**src/rtl/srlzr_pkg.sv**
```systemverilog
// Shared serializer/deserializer link definitions.
// State codes, default width and even-parity helper.
package srlzr_pkg;

  typedef enum logic {
    HUNT = 1'b0,
    RECV = 1'b1
  } state_t;

  localparam int DEFAULT_DATA_WIDTH = 8;

  // Even parity: bit that makes the total count of ones even.
  function automatic logic even_par(input logic [63:0] d);
    return ^d;
  endfunction

endpackage

```
**src/rtl/srlzr_out_reg.sv**
```systemverilog
// One-entry valid/ready holding register with load/drop/overrun.
// Ports: clk, rst (sync, active-low), i_load, i_data, i_ready,
//        o_data, o_valid, o_overrun (sticky).
module srlzr_out_reg
  import srlzr_pkg::*;
#(
  parameter int DATA_WIDTH = DEFAULT_DATA_WIDTH
) (
  input  logic                  clk,
  input  logic                  rst,
  input  logic                  i_load,
  input  logic [DATA_WIDTH-1:0] i_data,
  input  logic                  i_ready,
  output logic [DATA_WIDTH-1:0] o_data,
  output logic                  o_valid,
  output logic                  o_overrun
);

  logic [DATA_WIDTH-1:0] r_data;
  logic                  r_valid;
  logic                  r_ovr;
  logic                  w_free;

  // Slot is usable if empty or draining this cycle.
  assign w_free = !r_valid || i_ready;

  always_ff @(posedge clk) begin
    if (!rst) begin
      r_data  <= '0;
      r_valid <= 1'b0;
      r_ovr   <= 1'b0;
    end else if (i_load) begin
      if (w_free) begin
        r_data  <= i_data;
        r_valid <= 1'b1;
      end else begin
        r_ovr <= 1'b1;
      end
    end else if (r_valid && i_ready) begin
      r_valid <= 1'b0;
    end
  end

  assign o_data    = r_data;
  assign o_valid   = r_valid;
  assign o_overrun = r_ovr;

endmodule

```
**src/rtl/dsrlzr_sipo.sv**
```systemverilog
// LSB-first SIPO deserializer with sync-marker word alignment.
// Ports: clk, rst (sync, active-low), iSRL_IN, iSHIFT, iSYNC, iREADY,
//        oDATA_OUT, oVALID, oOVERRUN; oPAR_ERR with DSRLZR_PARITY_EN.
module dsrlzr_sipo
  import srlzr_pkg::*;
#(
  parameter int DATA_WIDTH = DEFAULT_DATA_WIDTH
) (
  input  logic                  clk,
  input  logic                  rst,
  input  logic                  iSRL_IN,
  input  logic                  iSHIFT,
  input  logic                  iSYNC,
  input  logic                  iREADY,
  output logic [DATA_WIDTH-1:0] oDATA_OUT,
  output logic                  oVALID,
`ifdef DSRLZR_PARITY_EN
  output logic                  oPAR_ERR,
`endif
  output logic                  oOVERRUN
);

  localparam int CNT_W = $clog2(DATA_WIDTH + 1);
`ifdef DSRLZR_PARITY_EN
  localparam int FRAME = DATA_WIDTH + 1;
`else
  localparam int FRAME = DATA_WIDTH;
`endif
  localparam logic [CNT_W-1:0] LAST = CNT_W'(FRAME - 1);

  state_t                r_state;
  state_t                w_state_nxt;
  logic [CNT_W-1:0]      r_cnt;
  logic [CNT_W-1:0]      w_cnt_nxt;
  logic [DATA_WIDTH-1:0] r_sr;
  logic [DATA_WIDTH-1:0] w_sr_nxt;
  logic [DATA_WIDTH-1:0] w_shift;
  logic [DATA_WIDTH-1:0] w_word;
  logic                  w_start;
  logic                  w_load;
  logic                  w_perr;

  assign w_start = iSHIFT && iSYNC;
  assign w_shift = {iSRL_IN, r_sr[DATA_WIDTH-1:1]};

  always_ff @(posedge clk) begin
    if (!rst) r_state <= HUNT;
    else      r_state <= w_state_nxt;
  end

  always_comb begin
    w_state_nxt = r_state;
    if (w_start) w_state_nxt = RECV;
  end

  // Sync has priority everywhere: it restarts the word even mid-frame.
  always_comb begin
    w_cnt_nxt = r_cnt;
    w_sr_nxt  = r_sr;
    w_word    = w_shift;
    w_load    = 1'b0;
    w_perr    = 1'b0;
    if (w_start) begin
      w_sr_nxt  = {iSRL_IN, {(DATA_WIDTH-1){1'b0}}};
      w_cnt_nxt = CNT_W'(1);
    end else if (iSHIFT && r_state == RECV) begin
      if (r_cnt == LAST) begin
        w_cnt_nxt = '0;
`ifdef DSRLZR_PARITY_EN
        // Current bit is parity; data is already fully in r_sr.
        w_word = r_sr;
        if (iSRL_IN == even_par(64'(r_sr))) w_load = 1'b1;
        else                                w_perr = 1'b1;
`else
        w_sr_nxt = w_shift;
        w_load   = 1'b1;
`endif
      end else begin
        w_sr_nxt  = w_shift;
        w_cnt_nxt = r_cnt + CNT_W'(1);
      end
    end
  end

  always_ff @(posedge clk) begin
    if (!rst) begin
      r_cnt <= '0;
      r_sr  <= '0;
    end else begin
      r_cnt <= w_cnt_nxt;
      r_sr  <= w_sr_nxt;
    end
  end

`ifdef DSRLZR_PARITY_EN
  logic r_perr;

  always_ff @(posedge clk) begin
    if (!rst) r_perr <= 1'b0;
    else      r_perr <= w_perr;
  end

  assign oPAR_ERR = r_perr;
`else
  logic w_perr_unused;
  assign w_perr_unused = w_perr;
`endif

  srlzr_out_reg #(
    .DATA_WIDTH(DATA_WIDTH)
  ) u_out (
    .clk      (clk),
    .rst      (rst),
    .i_load   (w_load),
    .i_data   (w_word),
    .i_ready  (iREADY),
    .o_data   (oDATA_OUT),
    .o_valid  (oVALID),
    .o_overrun(oOVERRUN)
  );

endmodule

```
**config.mk**
```make
export PLATFORM = sky130hd
export DESIGN_NAME = dsrlzr_sipo
export DESIGN_NICKNAME = d
export VERILOG_FILES = /design/src/rtl/srlzr_pkg.sv /design/src/rtl/srlzr_out_reg.sv /design/src/rtl/dsrlzr_sipo.sv
export SDC_FILE = /design/constraint.sdc
export NUM_CORES = 1
export LEC_CHECK = 0
export CORE_MARGIN = 2
export CORE_UTILIZATION = 27
export CTS_CLUSTER_DIAMETER = 60
export CTS_CLUSTER_SIZE = 25
export DETAILED_ROUTE_END_ITERATION = 10
export SYNTH_ARGS = -nofsm -noshare
export SYNTH_HDL_FRONTEND = slang
export SYNTH_SLANG_ARGS = --single-unit
```
**constraint.sdc**
```tcl
create_clock -name clk -period 1.6 [get_ports clk]
set_input_delay 0.32 -clock clk [delete_from_list [all_inputs] [get_ports clk]]
set_output_delay 0.32 -clock clk [all_outputs]
set_load 0.02 [all_outputs]
```
==> results of run 1 <==
cell type report:
| class | instances | area, um2 | area share |
|---|---|---|---|
| Sequential cell | 22 | 440 | 0.376 |
| Multi-Input combinational cell | 72 | 410 | 0.351 |
| Clock buffer | 3 | 22.5 | 0.0193 |
| Tap cell | 44 | 55.1 | 0.0471 |
| Inverter | 1 | 3.75 | 0.00321 |
| Timing Repair Buffer | 22 | 238 | 0.203 |
registers in the layout (all words and copies together) (netlist names):
name,cells
u_out.o_data,8
u_out.o_valid,1
r_sr,7
r_cnt,4
r_state,1
u_out.o_overrun,1
Yosys cell counts, types with 2 or more instances:
library cell	n
o21ai_0	2
nor2b_1	2
a21oi_1	9
nand3_1	2
mux2i_1	9
nand2_1	33
clkbuf_1	4
and2_1	2
dfxtp_1	22
nand3b_1	2
nor2_1	2
kinds of logic (layout without fill, tap and decap cells):
family | after synthesis | in the layout | share of synthesized area
AO/OA/AOI/OAI | 14 | 14 | 0.0892
XOR/XNOR | 1 | 1 | 0.0101
adder cells (fa/ha/maj) | 1 | 1 | 0.0144
buffers and inverters | 5 | 26 | 0.0216
flip-flops | 22 | 22 | 0.506
multiplexers | 9 | 9 | 0.104
AND/OR/NAND/NOR | 47 | 47 | 0.255
worst reg2reg max path, delay by kind of cell (launching register included):
family / cells / cell delay [ns]
muxes: 1 / 0.18
adders and majority gates: 1 / 0.20
DFF: 1 / 0.39
and+or+nand+nor: 2 / 0.40
buffers and inverters: 1 / 0.17
layer usage:
layer	up-vias	share of wire	track usage
met1	327	0.50	0.142
met3	4	0.030	0.0192
met5	-	0	0
met2	9	0.45	0.154
li1	374	-	-
met4	0	0.025	0.0745
per-stage QoR:
stage	total power, uW	hold slack, ns	utilization	TNS (ns)	worst slack (ns)
after floorplan	599	0.437	-	0	0.182
after global placement	632	0.444	0.368	-0.229	-0.0394
after detailed placement	633	0.448	0.368	-0.505	-0.0894
after CTS	880	0.466	0.376	0	0.0102
after global routing	908	0.482	0.383	0	0.00355
final	860	0.459	0.383	0	0.0520
report_power, final:
| part | internal [uW] | total (uW) | switching [uW] |
|---|---|---|---|
| clock network | 87.7 | 240 | 152 |
| logic | 28.4 | 60.4 | 32.0 |
| registers | 553 | 560 | 6.35 |
| total | 670 | 860 | 190 |
what timing repair did:
| action | CTS | global route |
|---|---|---|
| hold buffers | 0 | 0 |
| setup buffers | 0 | 0 |
| resized for setup | 0 | 9 |
| endpoints found under the setup margin | 0 | 9 |
path summary, 6_finish.rpt:
path	from	endpoint	slack, ns	cells after the start
setup reg to reg	r_cnt[0]	u_out.o_data[2]	0.19	5
setup / recovery	u_out.o_valid	oVALID	0.05	1
hold reg to reg	u_out.o_data[5]	u_out.o_data[5]	0.46	2
hold / removal	u_out.o_data[5]	u_out.o_data[5]	0.46	2
==> metrics.csv, run 1 <==
metric,value,unit
synth_cell_types,21,
dp_hpwl,1220,um
routedWlPerCell,9.91,um
slew_headroom,0.782,
slowest_stage,clkdlybuf4s50_1,
ys_seq_area_frac,0.506,
die_area,3690,um2
drtPass1Iterations,4,
vias,714,
grt_max_degree,19,
mappedNetlistArea,870,um2
drv_cap,0,
syn-instance-count,99,
max_stage_delay,0.60,ns
power.leakage,0.000548,uW
skew,0.00237,ns
syn_nets,106,
end_kind,output pin,
grt_pass1_wl,2880,um
setup_viol,0,
synthTopCellsByArea,"dfxtp_1 (51%), nand2_1 (14%), mux2i_1 (10%)",
layout-drive-gt1-share,0.108,
drt-initial-drc-count,32,
clk_path_buf_depth,2,
critPathLaunchType,register,
design_area,1170,um2
cts_made_buffers,3,
ios,16,
fin_crit_sh,0.967,
final_cell_mix,"nand2_1 (33), dfxtp_1 (22), mux2i_1 (9), a21oi_1 (9), dlymetal6s2s_1 (9)",
critPathRequiredTime,1.28,ns
grt_pass1_vias,656,
yosys_warnings,0,
drcViolationCount,0,
io_buffers,15,
max_slew.worst_pin.slew,0.326,ns
synth_flop_cell,dfxtp_1,
grt_overflow_total,0,
clock_sinks,22,
holdCritPathClass,register to register,
cp_num_buf_inv,1,
cp_cell_sequence,clkdlybuf4s50_1,
fmax,646,MHz
layout_commonest_cell,nand2_1,
initial_core_util,0.285,
postPlaceCellArea,1120,um2
crit_type,register to output pin,
ys_ff_latch,22,
core,3050,um2
cts_tree,built,
critPathTopFamily,buffers and inverters,
final_nets,129,
rsz0062_at_grt,no,
die_w,60.8,um
yosys.area.top_type_share,0.506,
async_reset_ff_frac,0,
final_hold_viol_count,0,
grt_antenna_before_repair,0,
place_congestion,0.707,
fin_crit,1.55,ns
worstSkewPairLatency,0.30,ns
diodes,0,
via_per_inst,4.35,
worstPathMaxFanout,2,
drv_slew,0,
clk_pin_slew,0.11,ns
synth_edf_count,0,
dp_cells,161,
die_y,60.8,um
outcome,completed,
final_cells,164,
ir_drop,0.000213,V
critPathArrivalTime,1.23,ns
std_cell_rows,20,
root_buffer,clkbuf_4,
area_growth,34.5,%
synthesis.area_per_instance,8.78,um2
cts_max_level,1,
ant_nets,0,
grtUsageTotal,0.106,
yosysTopAreaCell,dfxtp_1,
nFillCells,322,
power_density,735,nW/um2
routed_wl,1630,um
Power figures use the tool's default switching activity.
==> run 2, diff against run 1 <==
Settings changed: CTS_CLUSTER_DIAMETER 60 to default, SKIP_LAST_GASP from default to 1.
==> results of run 2 <==
Final layout, timing and power as in run 1 (identical DEF).
